===== src/rtl/mem_access_sequencer.sv =====
// rtl/mem_access_sequencer.sv - shares the single-port main memory between instruction fetch and load/store
// Each access runs setup, LAT strobe cycles, then a one-cycle ack; data has priority, limited by a streak counter.
module mem_access_sequencer #(
   parameter int AW           = 9,
   parameter int LAT          = 2,
   parameter int MAX_D_STREAK = 4
) (
   input  logic          clock,
   input  logic          reset,
   input  logic          if_req,
   input  logic [AW-1:0] if_addr,
   output logic          if_ack,
   output logic [31:0]   if_rdata,
   input  logic          d_req,
   input  logic          d_we,
   input  logic [AW-1:0] d_addr,
   input  logic [31:0]   d_wdata,
   output logic          d_ack,
   output logic [31:0]   d_rdata,
   output logic [AW-1:0] mem_addr,
   output logic [31:0]   mem_wdata,
   output logic          mem_rd,
   output logic          mem_wr,
   input  logic [31:0]   mem_rdata,
   output logic          busy
);

   localparam int CW = (LAT > 1) ? $clog2(LAT) : 1;
   localparam int SW = $clog2(MAX_D_STREAK + 1);

   typedef enum logic [1:0] {
      S_IDLE   = 2'd0,
      S_SETUP  = 2'd1,
      S_ACCESS = 2'd2,
      S_DONE   = 2'd3
   } state_t;

   state_t        state;
   logic [CW-1:0] cnt;
   logic [SW-1:0] streak;
   logic          owner_d;
   logic          we_q;
   logic          fetch_wins;

   // Data normally wins; a pending fetch is forced through once data has had its full streak.
   assign fetch_wins = if_req && (!d_req || (streak == SW'(MAX_D_STREAK)));
   assign busy       = (state != S_IDLE);

   always_ff @(posedge clock) begin
      if (reset) begin
         state     <= S_IDLE;
         cnt       <= '0;
         streak    <= '0;
         owner_d   <= 1'b0;
         we_q      <= 1'b0;
         if_ack    <= 1'b0;
         d_ack     <= 1'b0;
         if_rdata  <= '0;
         d_rdata   <= '0;
         mem_addr  <= '0;
         mem_wdata <= '0;
         mem_rd    <= 1'b0;
         mem_wr    <= 1'b0;
      end else begin
         case (state)
            S_IDLE: begin
               if (fetch_wins) begin
                  owner_d  <= 1'b0;
                  we_q     <= 1'b0;
                  mem_addr <= if_addr;
                  streak   <= '0;
                  state    <= S_SETUP;
               end else if (d_req) begin
                  owner_d   <= 1'b1;
                  we_q      <= d_we;
                  mem_addr  <= d_addr;
                  mem_wdata <= d_wdata;
                  if (!if_req)
                     streak <= '0;
                  else if (streak != SW'(MAX_D_STREAK))
                     streak <= streak + 1'b1;
                  state     <= S_SETUP;
               end
            end
            S_SETUP: begin
               mem_rd <= ~we_q;
               mem_wr <= we_q;
               cnt    <= CW'(LAT - 1);
               state  <= S_ACCESS;
            end
            S_ACCESS: begin
               if (cnt == '0) begin
                  mem_rd <= 1'b0;
                  mem_wr <= 1'b0;
                  if (owner_d) d_ack  <= 1'b1;
                  else         if_ack <= 1'b1;
                  // Read data is captured on the edge leaving the strobe window.
                  if (!we_q) begin
                     if (owner_d) d_rdata  <= mem_rdata;
                     else         if_rdata <= mem_rdata;
                  end
                  state <= S_DONE;
               end else begin
                  cnt <= cnt - 1'b1;
               end
            end
            S_DONE: begin
               if_ack <= 1'b0;
               d_ack  <= 1'b0;
               state  <= S_IDLE;
            end
            default: state <= S_IDLE;
         endcase
      end
   end

endmodule


===== config.mk =====
export PLATFORM = sky130hd
export DESIGN_NAME = mem_access_sequencer
export DESIGN_NICKNAME = d
export VERILOG_FILES = /design/src/rtl/mem_access_sequencer.sv
export SDC_FILE = /design/constraint.sdc
export NUM_CORES = 1
export LEC_CHECK = 0
export ABC_CLOCK_PERIOD_IN_PS = 2000
export CORE_MARGIN = 1
export CORE_UTILIZATION = 41
export DETAILED_ROUTE_END_ITERATION = 8
export PLACE_DENSITY = 0.79
export SLEW_MARGIN = 20
export SYNTH_ARGS = -nofsm -noshare
export SYNTH_HDL_FRONTEND = slang
export SYNTH_SLANG_ARGS = --single-unit

===== constraint.sdc =====
create_clock -name clock -period 2 [get_ports clock]
set_input_delay 0.2 -clock clock [delete_from_list [all_inputs] [get_ports clock]]
set_output_delay 0.2 -clock clock [all_outputs]
set_load 0.01 [all_outputs]

==> results by group, run 1 <==
Power and ir drop
  – Total Power: 7.79 mW
  – Power density cells: 1130 mW/mm²
  – LEAKAGE: 2.51 nW
  – VDD IR max: 0.627 mV

Placed design
  – Number of port buffers: 196
  – Final HPWL DP: 8400 µm
  – Gpl congestion: 0.819
  – Placed cell count: 836

Run
  – Max-Cap Viols: 0

Clock tree
  – Worst-path clk slew: 50 ps
  – Total CTS buffers: 17
  – Clock Path Buffers: 2
  – CTS tree: yes
  – CTS Hold Bufs: 0
  – Clock root buffer: clkbuf_8
  – H-Tree Depth: 4
  – Clk sinks: 117
  – Worst-Skew Late Latency: 490 ps

Worst setup path
  – Critical Path Slowest Stage Cell: dfxtp_1
  – Largest fanout on the critical path: 7
  – Crit. End Element: output port
  – Arr. time, crit path: 1690 ps
  – Startpoint Class: flip-flop
  – CP dominant cell by count: inv_1
  – Req. time, crit path: 1800 ps
  – Critical-path cell list: inv_1 -> ha_1 -> inv_1 -> dlygate4sd2_1
  – Setup Crit Path Kind: flip-flop to output port
  – Worst reg-to-reg setup slack: 210 ps
  – CP peak stage delay: 400 ps

Cells and area
  – Final #Nets: 811
  – Ant. Diodes: 0
  – Most frequent cells in the layout: nand2_1, clkdlybuf4s50_1, dfxtp_1, a21oi_1, nor2_1
  – Area growth, synth to finish: 60.7%
  – Post-Layout Cell Count: 867
  – Final core utilization: 0.674
  – Commonest non-fill, non-tap cell in the layout: nand2_1
  – Share of cells above drive strength 1: 0.0616

Synthesis
  – Synth Instances: 532
  – Fraction of registers with async set/reset: 0
  – Netlist cell types: 31
  – Post-synth EDFFs: 0
  – Sequential cell area fraction in the yosys report: 0.544
  – Yosys warning total: 0
  – Mapped cell area: 0.00431 mm²
  – Syn_area_per_cell: 8.10 µm²
  – Synthesized Nets: 624
  – Synth Register Bits: 117
  – Main synth FF type: dfxtp_1

Route
  – Final WL: 12000 µm
  – Antenna-violating nets left: 0
  – Total number of vias: 4250
  – Pre-Repair DR Iteration Count: 4
  – Post-DR wirelength/cell: 13.9 µm
  – Vias per cell: 4.90
  – Drt drc: 0
  – Initial DRC Count: 149

Timing
  – Least-Margin Pin Slew: 619 ps
  – Final hold vios: 0
  – Fmax: 0.528 GHz
  – Clock skew: 5.03 ps
  – Final min period: 1890 ps
  – Period utilization: 0.947
  – Setup tns final: 0 ps
  – Fin. max-slew vios: 0
  – RSZ-0062 raised after global routing: false
  – Final Setup Violations: 0
  – Hold slack: 163 ps
  – Max-slew headroom: 0.583

Status
  – Status: finished clean

Hold path
  – Min-Delay Path Class: input port to flip-flop

Floorplanning
  – Die ar.: 0.0109 mm²
  – I/O Pins: 197
  – Rows: 37
  – Die Span Y: 105 µm
  – Overall die width: 105 µm
  – Core Region: 0.0103 mm²
  – Initial core utilization: 0.419

Global routing
  – Initial antenna violation count: 0
  – Largest net degree at the start of global routing: 53
  – Number of global-route vias before repair: 4094
  – Tot GR Track Use: 0.225
  – First-pass GRT wire length: 19600 µm
  – Gr ovfl total: 0
## critical path: cells and delay by family (launching register included)
kind       cells  cell delay (ps)
buf+inv        3              530
fa+ha+maj      1              270
flops          1              400
## synth_stat cells (2+ instances only)
master | count | area (µm²)
mux2i_1 | 10 | 100
dfxtp_1 | 117 | 2340
inv_1 | 6 | 22.5
o21ai_0 | 3 | 15.0
nor2_1 | 21 | 78.8
nand2_1 | 197 | 739
buf_6 | 3 | 33.8
clkbuf_1 | 20 | 75.1
a21oi_1 | 101 | 505
ha_1 | 5 | 62.6
a211oi_1 | 10 | 75.1
nand3_1 | 3 | 15.0
a32oi_1 | 2 | 17.5
buf_2 | 15 | 75.1
a22oi_1 | 3 | 22.5
## cell type report
class | count | area [µm²]
multi-input cells | 371 | 1770
well taps | 136 | 170
repair buffers | 206 | 2070
clock buffers | 20 | 435
inverters | 6 | 22.5
clock inverters | 11 | 110
flip-flops and latches | 117 | 2340
fillers | 839 | 3350
## per-layer routing
layer	GRT usage	vias up	part of all wire
met1	0.260	1950	0.40
met2	0.391	170	0.50
li1	-	2121	-
met3	0.0708	9	0.090
met4	0.0724	0	0.0084
met5	0	-	0
## sequential cells by signal, indices dropped and copies added (netlist names)
signal     count
cnt            1
we_q           1
if_rdata      32
streak         3
owner_d        1
d_ack          1
state          2
mem_wdata     32
mem_rd         1
mem_wr         1
d_rdata       32
if_ack         1
mem_addr       9
## repair_timing
item | CTS | global route
setup endpoints to repair | 1 | 0
resized for setup | 1 | 0
setup buffers | 0 | 0
## worst paths after layout
kind,start,end,depth (start not counted)
max reg2reg,state[1],d_rdata[18],6
max,state[1],busy,4
min,reset,we_q,2
min reg2reg,d_rdata[13],d_rdata[13],2
## per-stage QoR
step | area, µm² | setup slack [ps]
after floorplan | 4310 | 388
after global placement | 6380 | 290
after detailed placement | 6380 | 237
after CTS | 6920 | 96.2
after global routing | 6920 | 19.3
final | 6920 | 106
## power by group
group / total, mW / switching, mW / internal, mW
clock: 2.77 / 0.994 / 1.78
sequential: 2.87 / 0.199 / 2.67
combinational: 2.15 / 1.10 / 1.05
## cell families after synthesis
| group | Yosys count | share of synthesized area |
|---|---|---|
| simple gates | 232 | 0.214 |
| fa+ha+maj | 5 | 0.0145 |
| flops | 117 | 0.544 |
| compound gates | 124 | 0.157 |
| buf+inv | 44 | 0.0479 |
| mux | 10 | 0.0232 |
No activity file was read; power rests on OpenSTA's default activity.
==> run 2, diff against run 1 <==
--- a/config.mk
+++ b/config.mk
@@ -9,6 +9,7 @@
 export CORE_MARGIN = 1
 export CORE_UTILIZATION = 41
 export DETAILED_ROUTE_END_ITERATION = 8
+export GPL_ROUTABILITY_DRIVEN = 0
 export PLACE_DENSITY = 0.79
 export SLEW_MARGIN = 20
 export SYNTH_ARGS = -nofsm -noshare
==> constraint.sdc (replaced) <==
create_clock -name clock -period 2 [get_ports clock]
set_input_delay 0.2 -clock clock [delete_from_list [all_inputs] [get_ports clock]]
set_output_delay 0.2 -clock clock [all_outputs]
set_load 0.1 [all_outputs]
==> run 2 against run 1 <==
Net effect: core utilization down 2.1 points; clock skew increased by 5.6 ps; worst hold slack got worse by 15 ps; global-route usage down 0.50 points; highest routed layer unchanged.
==> results by group, run 2 (synthesis gave the netlist of run 1 again) <==
Cells and area
  – Share of cells above drive strength 1: 0.214
  – # fillers: 857
  – Largest regs: d_rdata: 32 flops, if_rdata: 32 flops, mem_wdata: 32 flops
  – Most frequent cells in the layout: nand2_1, dfxtp_1, buf_4, a21oi_1, clkdlybuf4s50_1
  – Ant. Diodes: 0
  – Final #Nets: 811
  – Post-Layout Cell Count: 866
  – Area growth, synth to finish: 55.8%
  – Commonest non-fill, non-tap cell in the layout: nand2_1

Worst setup path
  – Cell family with most CP delay: buffers and inverters
  – Worst r2r dst: d_rdata[18]
  – Req. time, crit path: 1800 ps
  – FF-to-FF path depth: 7
  – Critical-path cell list: inv_1 -> ha_1 -> inv_1 -> buf_12
  – Crit. End Element: output port
  – CP dominant cell by count: inv_1
  – RR Startpoint: state[0]
  – Worst reg-to-reg setup slack: 210 ps
  – Startpoint Class: flip-flop
  – Critical Path Slowest Stage Cell: dfxtp_1
  – Largest fanout on the critical path: 7
  – Arr. time, crit path: 1600 ps
  – Setup Crit Path Kind: flip-flop to output port
  – CP peak stage delay: 370 ps
  – CP Buf/Inv Count: 3

Global routing
  – Met3 usage: 0.0802
  – First-pass GRT wire length: 19100 µm
  – Gr ovfl total: 0
  – Met2 Usage GRT: 0.351
  – Largest net degree at the start of global routing: 55
  – Initial antenna violation count: 0
  – Tot GR Track Use: 0.220
  – Busiest grt layer: met2
  – Number of global-route vias before repair: 3983
  – GRT met1 Usage: 0.270

Route
  – Total number of vias: 4246
  – Pre-Repair DR Iteration Count: 5
  – Final WL: 11800 µm
  – Vias per cell: 4.90
  – Antenna-violating nets left: 0
  – Initial DRC Count: 250
  – Drt drc: 0
  – Post-DR wirelength/cell: 13.7 µm

Timing
  – Final min period: 1800 ps
  – RSZ-0062 raised after global routing: false
  – Final hold vios: 0
  – Fin. max-slew vios: 0
  – Period utilization: 0.900
  – Final worst slack: 201 ps
  – Setup tns final: 0 ps
  – Clock skew: 10.6 ps
  – Fmax: 0.556 GHz
  – Max-slew headroom: 0.692
  – Least-Margin Pin Slew: 457 ps
  – Final Setup Violations: 0

Run
  – Max-Cap Viols: 0

Clock tree
  – CTS Hold Bufs: 0
  – Total CTS buffers: 17
  – H-Tree Depth: 4
  – CTS tree: yes
  – Clock Path Buffers: 2
  – Post-CTS sizing: 0
  – Worst-Skew Late Latency: 490 ps
  – Clk sinks: 117
  – Worst-path clk slew: 50 ps
  – Clock root buffer: clkbuf_8
  – Post-CTS Setup Repair Bufs: 0

Floorplanning
  – I/O Pins: 197
  – Initial core utilization: 0.419
  – Die ar.: 0.0109 mm²
  – Core Region: 0.0103 mm²
  – Rows: 37
  – Overall die width: 105 µm
  – Die Span Y: 105 µm

Power and ir drop
  – Total Power: 10.0 mW
  – LEAKAGE: 2.75 nW
  – Power density cells: 1500 mW/mm²
  – VDD IR max: 0.926 mV

Status
  – Status: finished clean

Placed design
  – Number of port buffers: 196
  – Pre-CTS WS: 232 ps
  – Final HPWL DP: 8110 µm
  – Placed cell count: 836

Hold path
  – Min-Delay Startpoint: reset
  – Worst hold stages: 2
  – Min-Delay Path Class: input port to flip-flop
  – Hold endpoint: mem_wdata[25]
## run 2: cell types whose count changed in the layout (fill, tap and decap cells not counted), sizes merged
cell,before,now
clkinvlp,2,1
clkdlybuf4s50,194,85
bufinv,2,3
buf,11,121
clkbuf,20,21
dlygate4sd2,1,0
clkinv,7,5
## run 2: cell type report
type	instances	area, µm²	share of cell area
timing repair buffer	206	1810	0.270
tap	136	170	0.0253
inverter	6	22.5	0.00336
clock buffer	21	469	0.0699
clock inverter	9	126	0.0188
multi-input combinational	371	1770	0.264
sequential	117	2340	0.349
## run 2: metal layers
metal  vias to the layer above  share of wire
met4                         0         0.0082
met3                         6          0.084
li1                       2122              -
met2                       173           0.48
met1                      1945           0.43
met5                         -              0
## run 2: worst max-delay path by stage
stage / from / endpoint / slack, ps / cells after the start
global placement: state[0] / d_rdata[4] / 300 / 7
global route: state[0] / d_rdata[26] / 60 / 7
CTS: state[1] / busy / 180 / 4
finish: state[1] / busy / 200 / 4
floorplan: state[0] / state[1] / 150 / 6
detailed placement: state[0] / d_rdata[26] / 230 / 7
## run 2: through the flow
step / utilization / cell area (µm²) / hold slack (ps)
2_1_floorplan: - / 4310 / 336
3_3_place_gp: 0.595 / 6120 / 442
3_5_place_dp: 0.595 / 6120 / 448
4_1_cts: 0.653 / 6710 / 119
5_1_grt: 0.653 / 6710 / 137
6_report: 0.653 / 6710 / 148
## run 2: power breakdown
| group | internal [mW] | switching, mW | leakage, nW | total [mW] |
|---|---|---|---|---|
| clock | 2.01 | 1.01 | 0.295 | 3.02 |
| combinational | 0.978 | 3.17 | 1.50 | 4.15 |
| sequential | 2.67 | 0.205 | 0.952 | 2.88 |
